[src/rtl/aes_pkg.sv]
// Shared AES definitions: sizes, round-constant table, forward S-box and
// the key-schedule state encoding.
package aes_pkg;

  localparam int unsigned AES_NR   = 10;
  localparam int unsigned AES_RK_W = 128;

  typedef enum logic [1:0] {
    IDLE,
    EXPAND,
    READY,
    STREAM
  } ks_state_e;

  localparam logic [7:0] SBOX [256] = '{
    8'h63, 8'h7c, 8'h77, 8'h7b, 8'hf2, 8'h6b, 8'h6f, 8'hc5, 8'h30, 8'h01, 8'h67, 8'h2b, 8'hfe, 8'hd7, 8'hab, 8'h76,
    8'hca, 8'h82, 8'hc9, 8'h7d, 8'hfa, 8'h59, 8'h47, 8'hf0, 8'had, 8'hd4, 8'ha2, 8'haf, 8'h9c, 8'ha4, 8'h72, 8'hc0,
    8'hb7, 8'hfd, 8'h93, 8'h26, 8'h36, 8'h3f, 8'hf7, 8'hcc, 8'h34, 8'ha5, 8'he5, 8'hf1, 8'h71, 8'hd8, 8'h31, 8'h15,
    8'h04, 8'hc7, 8'h23, 8'hc3, 8'h18, 8'h96, 8'h05, 8'h9a, 8'h07, 8'h12, 8'h80, 8'he2, 8'heb, 8'h27, 8'hb2, 8'h75,
    8'h09, 8'h83, 8'h2c, 8'h1a, 8'h1b, 8'h6e, 8'h5a, 8'ha0, 8'h52, 8'h3b, 8'hd6, 8'hb3, 8'h29, 8'he3, 8'h2f, 8'h84,
    8'h53, 8'hd1, 8'h00, 8'hed, 8'h20, 8'hfc, 8'hb1, 8'h5b, 8'h6a, 8'hcb, 8'hbe, 8'h39, 8'h4a, 8'h4c, 8'h58, 8'hcf,
    8'hd0, 8'hef, 8'haa, 8'hfb, 8'h43, 8'h4d, 8'h33, 8'h85, 8'h45, 8'hf9, 8'h02, 8'h7f, 8'h50, 8'h3c, 8'h9f, 8'ha8,
    8'h51, 8'ha3, 8'h40, 8'h8f, 8'h92, 8'h9d, 8'h38, 8'hf5, 8'hbc, 8'hb6, 8'hda, 8'h21, 8'h10, 8'hff, 8'hf3, 8'hd2,
    8'hcd, 8'h0c, 8'h13, 8'hec, 8'h5f, 8'h97, 8'h44, 8'h17, 8'hc4, 8'ha7, 8'h7e, 8'h3d, 8'h64, 8'h5d, 8'h19, 8'h73,
    8'h60, 8'h81, 8'h4f, 8'hdc, 8'h22, 8'h2a, 8'h90, 8'h88, 8'h46, 8'hee, 8'hb8, 8'h14, 8'hde, 8'h5e, 8'h0b, 8'hdb,
    8'he0, 8'h32, 8'h3a, 8'h0a, 8'h49, 8'h06, 8'h24, 8'h5c, 8'hc2, 8'hd3, 8'hac, 8'h62, 8'h91, 8'h95, 8'he4, 8'h79,
    8'he7, 8'hc8, 8'h37, 8'h6d, 8'h8d, 8'hd5, 8'h4e, 8'ha9, 8'h6c, 8'h56, 8'hf4, 8'hea, 8'h65, 8'h7a, 8'hae, 8'h08,
    8'hba, 8'h78, 8'h25, 8'h2e, 8'h1c, 8'ha6, 8'hb4, 8'hc6, 8'he8, 8'hdd, 8'h74, 8'h1f, 8'h4b, 8'hbd, 8'h8b, 8'h8a,
    8'h70, 8'h3e, 8'hb5, 8'h66, 8'h48, 8'h03, 8'hf6, 8'h0e, 8'h61, 8'h35, 8'h57, 8'hb9, 8'h86, 8'hc1, 8'h1d, 8'h9e,
    8'he1, 8'hf8, 8'h98, 8'h11, 8'h69, 8'hd9, 8'h8e, 8'h94, 8'h9b, 8'h1e, 8'h87, 8'he9, 8'hce, 8'h55, 8'h28, 8'hdf,
    8'h8c, 8'ha1, 8'h89, 8'h0d, 8'hbf, 8'he6, 8'h42, 8'h68, 8'h41, 8'h99, 8'h2d, 8'h0f, 8'hb0, 8'h54, 8'hbb, 8'h16
  };

  function automatic logic [7:0] aes_sbox(input logic [7:0] b);
    return SBOX[b];
  endfunction

  // Rcon for the expansion step that produces round key idx+1.
  function automatic logic [7:0] aes_rcon(input logic [3:0] idx);
    logic [7:0] rc;
    unique case (idx)
      4'd0:    rc = 8'h01;
      4'd1:    rc = 8'h02;
      4'd2:    rc = 8'h04;
      4'd3:    rc = 8'h08;
      4'd4:    rc = 8'h10;
      4'd5:    rc = 8'h20;
      4'd6:    rc = 8'h40;
      4'd7:    rc = 8'h80;
      4'd8:    rc = 8'h1b;
      4'd9:    rc = 8'h36;
      default: rc = 8'h00;
    endcase
    return rc;
  endfunction

endpackage

[src/rtl/aes_sub_word.sv]
// Combinational SubWord: four parallel forward S-box lookups.
module aes_sub_word
  import aes_pkg::*;
(
  input  logic [31:0] word_i,
  output logic [31:0] word_o
);

  always_comb begin
    word_o = '0;
    for (int i = 0; i < 4; i++) begin
      word_o[8*i +: 8] = aes_sbox(word_i[8*i +: 8]);
    end
  end

endmodule

[src/rtl/aes_dec_key_schedule.sv]
// AES-128 key expansion with a round-key store that is replayed in reverse
// order (round 10 down to 0) over a valid/ready stream.
module aes_dec_key_schedule
  import aes_pkg::*;
#(
  parameter int unsigned NR            = AES_NR,
  parameter bit          CLEAR_ON_LOAD = 1'b1
) (
  input  logic                clk,
  input  logic                rst_n,
  input  logic                key_load,
  input  logic [AES_RK_W-1:0] key_in,
  output logic                key_ready,
  input  logic                dec_start,
  output logic                rk_valid,
  input  logic                rk_ready,
  output logic [AES_RK_W-1:0] rk_out,
  output logic [3:0]          rk_round,
  output logic                busy
);

  if (NR != AES_NR) begin : gen_nr_check
    $error("aes_dec_key_schedule: only NR = 10 (AES-128) is supported");
  end

  ks_state_e           state_q, state_d;
  logic [3:0]          cnt_q, cnt_d;
  logic                key_ready_q, key_ready_d;
  logic                rk_valid_q, rk_valid_d;
  logic [AES_RK_W-1:0] rk_out_q, rk_out_d;
  logic [3:0]          rk_round_q, rk_round_d;

  logic [AES_RK_W-1:0] rk_q [NR+1];
  logic                wr_en;
  logic [3:0]          wr_idx;
  logic [AES_RK_W-1:0] wr_data;

  // One expansion step from the most recently written round key.
  logic [AES_RK_W-1:0] prev_rk, next_rk;
  logic [31:0]         w0, w1, w2, w3, w4, w5, w6, w7, rot_w, sub_w;

  assign prev_rk = rk_q[cnt_q];
  assign {w0, w1, w2, w3} = prev_rk;
  assign rot_w = {w3[23:0], w3[31:24]};

  aes_sub_word u_sub_word (
    .word_i (rot_w),
    .word_o (sub_w)
  );

  assign w4 = w0 ^ sub_w ^ {aes_rcon(cnt_q), 24'h0};
  assign w5 = w1 ^ w4;
  assign w6 = w2 ^ w5;
  assign w7 = w3 ^ w6;
  assign next_rk = {w4, w5, w6, w7};

  always_comb begin
    state_d     = state_q;
    cnt_d       = cnt_q;
    key_ready_d = key_ready_q;
    rk_valid_d  = rk_valid_q;
    rk_out_d    = rk_out_q;
    rk_round_d  = rk_round_q;
    wr_en       = 1'b0;
    wr_idx      = '0;
    wr_data     = next_rk;

    // A new key overrides everything, including a same-cycle dec_start.
    if (key_load) begin
      state_d     = EXPAND;
      cnt_d       = '0;
      key_ready_d = 1'b0;
      rk_valid_d  = 1'b0;
      wr_en       = 1'b1;
      wr_data     = key_in;
    end else begin
      unique case (state_q)
        IDLE: ;
        EXPAND: begin
          wr_en  = 1'b1;
          wr_idx = cnt_q + 4'd1;
          cnt_d  = cnt_q + 4'd1;
          if (cnt_q == 4'(NR - 1)) begin
            state_d     = READY;
            key_ready_d = 1'b1;
            cnt_d       = '0;
          end
        end
        READY: begin
          if (dec_start) begin
            state_d    = STREAM;
            rk_valid_d = 1'b1;
            rk_round_d = 4'(NR);
            rk_out_d   = rk_q[4'(NR)];
          end
        end
        STREAM: begin
          if (rk_valid_q && rk_ready) begin
            if (rk_round_q == 4'd0) begin
              rk_valid_d = 1'b0;
              state_d    = READY;
            end else begin
              rk_round_d = rk_round_q - 4'd1;
              rk_out_d   = rk_q[rk_round_q - 4'd1];
            end
          end
        end
        default: state_d = IDLE;
      endcase
    end
  end

  always_ff @(posedge clk or negedge rst_n) begin
    if (!rst_n) begin
      state_q     <= IDLE;
      cnt_q       <= '0;
      key_ready_q <= 1'b0;
      rk_valid_q  <= 1'b0;
      rk_out_q    <= '0;
      rk_round_q  <= '0;
    end else begin
      state_q     <= state_d;
      cnt_q       <= cnt_d;
      key_ready_q <= key_ready_d;
      rk_valid_q  <= rk_valid_d;
      rk_out_q    <= rk_out_d;
      rk_round_q  <= rk_round_d;
    end
  end

  if (CLEAR_ON_LOAD) begin : gen_store_clr
    always_ff @(posedge clk or negedge rst_n) begin
      if (!rst_n) begin
        for (int unsigned i = 0; i <= NR; i++) rk_q[i] <= '0;
      end else begin
        for (int unsigned i = 0; i <= NR; i++) begin
          if (key_load) rk_q[i] <= '0;
          if (wr_en && (wr_idx == 4'(i))) rk_q[i] <= wr_data;
        end
      end
    end
  end else begin : gen_store_keep
    always_ff @(posedge clk) begin
      for (int unsigned i = 0; i <= NR; i++) begin
        if (wr_en && (wr_idx == 4'(i))) rk_q[i] <= wr_data;
      end
    end
  end

  assign key_ready = key_ready_q;
  assign rk_valid  = rk_valid_q;
  assign rk_out    = rk_out_q;
  assign rk_round  = rk_round_q;
  assign busy      = (state_q == EXPAND) || (state_q == STREAM);

endmodule

[config.mk]
export PLATFORM = sky130hd
export DESIGN_NAME = aes_dec_key_schedule
export DESIGN_NICKNAME = d
export VERILOG_FILES = /design/src/rtl/aes_pkg.sv /design/src/rtl/aes_sub_word.sv /design/src/rtl/aes_dec_key_schedule.sv
export SDC_FILE = /design/constraint.sdc
export NUM_CORES = 2
export LEC_CHECK = 0
export CORE_ASPECT_RATIO = 1.5
export CORE_UTILIZATION = 40
export DETAILED_ROUTE_END_ITERATION = 10
export SYNTH_ARGS = -nofsm -noshare
export SYNTH_HDL_FRONTEND = slang
export SYNTH_SLANG_ARGS = --single-unit
[constraint.sdc]
create_clock -name clk -period 9.05 [get_ports clk]
set_input_delay 1.3575 -clock clk [delete_from_list [all_inputs] [get_ports clk]]
set_output_delay 1.3575 -clock clk [all_outputs]
set_load 0.01 [all_outputs]
## Word level (Yosys, flattened, before mapping)

Memory sizes are Yosys's and may differ from the RTL's.
Index checks and enable logic that the tools add are counted.

- Output and inout bits: 135
- Memories kept: 5
- Register bits after elaboration: 1548
- Memory bits (read-only): 8320
- Bits of input ports: 133
- Word-level logic and storage cells: 154

- Bitwise operators: 12
- Reductions and logical operators: 35
- Magnitude comparators: 6
- $add $sub $neg: 2
- Multiplexer cells: 56
- Eq/ne operators: 21

Memories:

| name | depth | width | rd ports | clocked after memory_dff | wr ports | line | source |
|---|---|---|---|---|---|---|---|
| (no name shown) | 256 | 8 | 1 | 0 | 0 | aes_pkg.sv:35 | `return SBOX[b];` |
| (no name shown) | 256 | 8 | 1 | 0 | 0 | aes_pkg.sv:35 |  |
| (no name shown) | 256 | 8 | 1 | 0 | 0 | aes_pkg.sv:35 |  |
| (no name shown) | 256 | 8 | 1 | 0 | 0 | aes_pkg.sv:35 |  |
| (no name shown) | 16 | 8 | 1 | 0 | 0 | aes_pkg.sv:41 | `unique case (idx)` |

Operator list:

| operator | number |
|---|---|
| $mux W128 | 20 |
| $bmux W128 S4 | 2 |
| $pmux W128 S2 | 1 |
| $xor A32 B32 Y32 | 5 |
| $mux W8 | 8 |
| $ge A9 B9 Y1 const B | 4 |
| $not A8 Y9 | 4 |
| $mux W4 | 8 |
| $reduce_bool A2 Y1 | 14 |
| $eq A4 B3 Y1 const B | 4 |
| $eq A4 B4 Y1 const B | 4 |
| $logic_and A1 B1 Y1 | 12 |
| $ne A3 B3 Y1 const B | 4 |
| $ge A5 B5 Y1 const B | 2 |
| $mux W2 | 5 |
| $not A4 Y5 | 2 |
| $reduce_and A5 Y1 | 2 |
| $mux W1 | 9 |
| $eq A4 B2 Y1 const B | 2 |
| $logic_not A4 Y1 | 2 |
| $pmux W4 S2 | 1 |
| $ne A2 B2 Y1 const B | 3 |
| $pmux W2 S3 | 1 |
| $add A4 B1 Y4 const B | 1 |
| 11 further kinds | 12 |

## Depth between registers and ports, before layout

- Depth after elaboration: 15
- Depth in mapped cells: 25
- Depth with buffers taken out: 17

## Hierarchy

Synthesis repeated with hierarchy kept, for this count alone.

- Cell total of the unflattened synthesis: 10900
- Area, all modules: 98688.4 um2

Modules (own cells, without submodules):

| module | seq. area each (um2) | area an instance (um2) | cells each | instances |
|---|---|---|---|---|
| aes_dec_key_schedule | 38737.2 | 84918.9 | 8715 | 1 |
| aes_sub_word | 0.0 | 13769.5 | 2185 | 1 |

## Worst setup path before layout

Ideal clock, no wire load.

- Path type: reg2reg
- Start point: register cnt_q[0]
- End point: register rk_q[282] (netlist bit)
- Clock period less this slack: 5.404 ns
- Stages on the path, launching flop included: 25
- Data arrival time: 5.335 ns
- Setup time: 0.069 ns
- Required time: 8.981 ns
- Buffers on the path: 8
- Path slack: 3.646 ns
- Cell sequence: dfrtp_1 -> buf_6 -> buf_8 -> buf_6 -> nor2b_2 -> nand3_1 -> and4_1 -> buf_2 -> inv_1 -> clkbuf_1 -> buf_2 -> ha_1 -> clkbuf_1 -> inv_1 -> nor4_1 -> nand2_1 -> a21oi_1 -> a21oi_1 -> o221a_2 -> nor4_2 -> xor3_2 -> xor2_2 -> buf_4 -> or3_1 -> nand3_1

- Longest elaborated chain between the ends: 15
- Elaborated cells on any way between the ends: 22
- Classes of those cells: 1 x add/sub; 1 x eq/ne; 9 x mux; 7 x bitwise; 2 x reduce/logical; 2 x memory

RTL lines:

| item | line | source |
|---|---|---|
| start: declaration | aes_dec_key_schedule.sv:27 | `logic [3:0] cnt_q, cnt_d;` |
| start signal: assignment | aes_dec_key_schedule.sv:123 | `cnt_q <= cnt_d;` |
| $not A4 Y5 (implied by the code) | aes_dec_key_schedule.sv:42 | `assign prev_rk = rk_q[cnt_q];` |
| $bmux W128 S4 | aes_dec_key_schedule.sv:42 |  |
| $mux W128 (implied by the code) (2 in series) | aes_dec_key_schedule.sv:42 |  |
| $not A8 Y9 (implied by the code) | aes_pkg.sv:35 |  |
| $mem_v2 Z256 W8 | n/a |  |
| $mux W8 (implied by the code) (2 in series) | aes_pkg.sv:35 |  |
| $xor A32 B32 Y32 (2 in series) | aes_dec_key_schedule.sv:51 | `assign w4 = w0 ^ sub_w ^ {aes_rcon(cnt_q), 24'h0};` |
| $xor A32 B32 Y32 | aes_dec_key_schedule.sv:52 | `assign w5 = w1 ^ w4;` |
| $xor A32 B32 Y32 | aes_dec_key_schedule.sv:53 | `assign w6 = w2 ^ w5;` |
| $xor A32 B32 Y32 | aes_dec_key_schedule.sv:54 | `assign w7 = w3 ^ w6;` |
| $mux W128 | aes_dec_key_schedule.sv:69 | `if (key_load) begin` |
| $mux W128 | aes_dec_key_schedule.sv:138 | `if (wr_en && (wr_idx == 4'(i))) rk_q[i] <= wr_data;` |
| end signal: indexed assignment | aes_dec_key_schedule.sv:138 |  |
| end: declaration | aes_dec_key_schedule.sv:33 | `logic [AES_RK_W-1:0] rk_q [NR+1];` |

Parallel ways exist; a longest one is shown, timed or not. The select of a mux whose other input is x is not followed.
A chain may end at the register's enable or synchronous reset.

## Worst setup path after layout

- Start point: register cnt_q[2]
- End point: register rk_q[1] (netlist bit)

Same word-level chain as after synthesis.

==> summary.txt <==
GRT
  – Total global-route track usage: a little under two fifths
  – Initial antenna violation count: 28
  – M2 GR Usage: about 58%
  – Largest net degree at the start of global routing: roughly 190
  – Grt met1 use: a little under half
  – Busiest layer in global routing: met2
  – Global-route wire length before repair: ~700000 um
  – Vias in the first global route: between 90000 and 100k
  – Total gr overflow: 0
  – M3 GR Usage: 8.38%

Place
  – DP Area: ~0.11 mm^2
  – Final HPWL DP: 318000 um
  – IO Port Bufs: approximately 270
  – Gpl congestion: between 1 and 1.5

Synthesis
  – Top post-synthesis cells by count: 1548 x dfrtp_1, 1287 x o21ai_0, 1174 x nand3_1, 881 x nand2_1, 852 x nor2_1
  – Netlist cell types: ~130
  – Share of the synthesized area in the top cell type: 38.6%
  – Syn_nets: approximately 11000
  – Mean post-synth cell area: a little over 9 um^2
  – Synth Flop Type: dfrtp_1
  – Top cells by area, synth: dfrtp_1 39%, mux4_2 8.9%, o21ai_0 6.4%
  – Most common cell in the synthesized netlist: dfrtp_1
  – Synth Register Bits: 1548
  – Seq/Total Area, Yosys: around two fifths
  – Synth area leader: dfrtp_1
  – Post-synthesis async set-or-reset flop share: 100%
  – Ys Warns: 0
  – Post-synth EDFFs: 0
  – Synthesized area: between 0.1 and 0.15 mm^2
  – Syn Inst Count: between 10000 and 15000

STA
  – Slew headroom: 0.207%
  – Slew Viols, Final: 0
  – Fin. Hold Viols: 0
  – Final period util: between 90% and 100%
  – Clk_skew: about 0.11 ns
  – Setup-failing EPs final: 0
  – Worst Tran Pin Value: approximately 1.5 ns
  – Final setup TNS: 0 ns
  – RSZ-0062 raised after global routing: no
  – Min cycle time layout: a little over 8 ns
  – Max frequency: approximately 120 MHz

Setup path
  – R2R Setup Slk: approximately 0.79 ns
  – Worst Setup Path Type: register to register
  – Depth of the most critical reg-to-reg path: 18
  – Crit path DAT: 8.91 ns
  – Startpoint types: register
  – Critical R2R Launch: cnt_q[2]$_DFFE_PN0P_
  – Reg2reg end: rk_q[1]$_DFFE_PN0P_
  – Req. time, crit path: about 9.7 ns
  – CP max FO: 24
  – CP startpoint: cnt_q[2]$_DFFE_PN0P_
  – Crit path capture: rk_q[1]$_DFFE_PN0P_
  – Crit. End Element: register

Clock tree
  – CTS Buffer Depth: 4
  – CTS Sinks: ~1500
  – Clk slew on worst S/H paths: around 0.06 ns
  – Hold buffer count at cts: 0
  – Root Buffer: clkbuf_16
  – CTS tree: built
  – Cts repair resizes: 0
  – Worst skew pair latency: roughly 0.91 ns
  – CTS H-tree depth: 4
  – TritonCTS Buffers: 169
  – Postcts setup bufs: 0

Drt
  – DRT antenna net count: 0
  – DRC: 0
  – Post-Route WL: 492000 um
  – Avg WL per Cell: ~35 um
  – DR vias/cell: 7.01
  – DR iter-0 viols: about 13000
  – Drt first pass iters: 9
  – DR vias: 97900

Floorplan
  – Die X: 411 um
  – Initial core utilization: about two fifths
  – Die area: 0.253 mm^2
  – I/O pins: 268
  – Die Y: 615 um
  – Number of cell rows: 224
  – Core area: about 0.25 mm^2

Power
  – PD cells: between 300 and 400 mW/mm^2
  – Lkg Pwr: approximately 44 nW
  – Worst VDD drop: approximately 270 uV

Finish
  – Layout cells sized above 1: about 14%
  – Multi-input gate area: approximately 0.056 mm^2
  – Layout fillers: between 20000 and 25000
  – Fin util: 44.8%
  – Synth-to-layout area growth: 11.0%
  – Final instance area: 0.111 mm^2
  – Seq. cell area: 0.0388 mm^2
  – NumNets Final: 10800

Status
  – Outcome: finished, violations left
  – Failing checks: capacitance limit

Job
  – Total of max-cap violations: 2

Min path
  – Min-delay worst type: primary input to async pin
-- worst min path at each step --
stage / from / endpoint / slack, ns / depth (start not counted)
3_5_place_dp: rk_out[102]$_DFFE_PN0P_ / rk_out[102]$_DFFE_PN0P_ / 0.47 / 2
6_report: rst_n / rk_q[799]$_DFFE_PN0P_ / 0.41 / 1
4_1_cts: rst_n / rk_q[799]$_DFFE_PN0P_ / 0.45 / 1
3_3_place_gp: rk_out[102]$_DFFE_PN0P_ / rk_out[102]$_DFFE_PN0P_ / 0.46 / 2
5_1_grt: rst_n / rk_q[671]$_DFFE_PN0P_ / 0.43 / 1
2_1_floorplan: rk_q[1297]$_DFFE_PN0P_ / rk_q[1297]$_DFFE_PN0P_ / 0.46 / 2
-- flip-flops by register name, indices dropped and copies added (netlist names) --
register	count
rk_round	4
state_q	2
rk_out	128
cnt_q	4
key_ready	1
rk_valid	1
rk_q	1408
-- worst max-delay path, stage by stage, from the launching register on --
cell and delay (ns):
dfrtp_2 0.73, nand3b_1 1.07, o22ai_1 0.29, a2111oi_4 0.57, buf_4 0.30, ha_1 0.47
clkinv_1 0.50, o311ai_1 0.20, buf_2 0.26, o211ai_1 0.18, o311ai_0 0.18, o311ai_0 0.19
o311a_1 0.18, nor4_2 0.68, xor3_1 0.76, xnor2_1 0.22, buf_4 0.24, xnor2_1 0.74
o21ai_0 0.25
-- where the power goes --
part | total [W] | switching [W] | leakage, nW | internal [W]
logic | 0.0258 | 0.0184 | 20.6 | 0.00749
clock network | 0.00733 | 0.00313 | 2.78 | 0.00420
registers | 0.00874 | 0.000836 | 21.1 | 0.00791
-- cell families after synthesis --
group	share of synthesized area [%]
buffers and inverters	6.22
multiplexers	14.7
XOR/XNOR	1.88
AO/OA/AOI/OAI	22.2
flip-flops	38.6
AND/OR/NAND/NOR	15.6
adder cells (fa/ha/maj)	0.749
-- cells in the final DEF, fill, tap and decap left out, types with 66 or more instances in the layout --
master	netlist	routed
o21ai_1	64	66
buf_4	108	392
o211ai_1	115	115
nor3_1	256	253
mux2_2	180	180
mux2i_1	368	368
mux4_2	395	395
a221oi_1	213	210
clkdlybuf4s50_1	0	265
a31oi_1	178	178
o21ai_0	1287	1284
o22ai_1	81	81
xnor2_1	77	75
dfrtp_1	1548	1543
clkbuf_16	0	170
a211oi_1	157	157
nand3_1	1174	1170
nor2_1	852	841
a21oi_1	646	643
nand2_1	881	875
-- routing by layer --
layer | share of wire [%] | vias up
met1 | 36 | 48900
met3 | 10 | 1859
met2 | 45 | 6844
met5 | 0.017 | -
li1 | - | 40200
met4 | 9.5 | 12
-- final cells by class --
type | count | area share [%]
repair buffers | 708 | 5.94
flip-flops and latches | 1548 | 34.8
clock buffers | 222 | 4.26
inverters | 62 | 0.219
well taps | 3277 | 3.68
diodes | 13 | 0.0292
multi-input cells | 8070 | 50.2
clock inverters | 69 | 0.806
-- stage by stage --
stage	cells	worst slack, ns	hold slack [ns]	power (W)
3_3_place_gp	13700	0.921	0.462	0.0335
2_1_floorplan	11000	3.65	0.462	0.0228
4_1_cts	14000	1.18	0.453	0.0408
5_1_grt	14000	0.805	0.435	0.0429
6_report	14000	0.792	0.405	0.0419
3_5_place_dp	13700	1.30	0.470	0.0335
(Power assumes the default switching activity.)
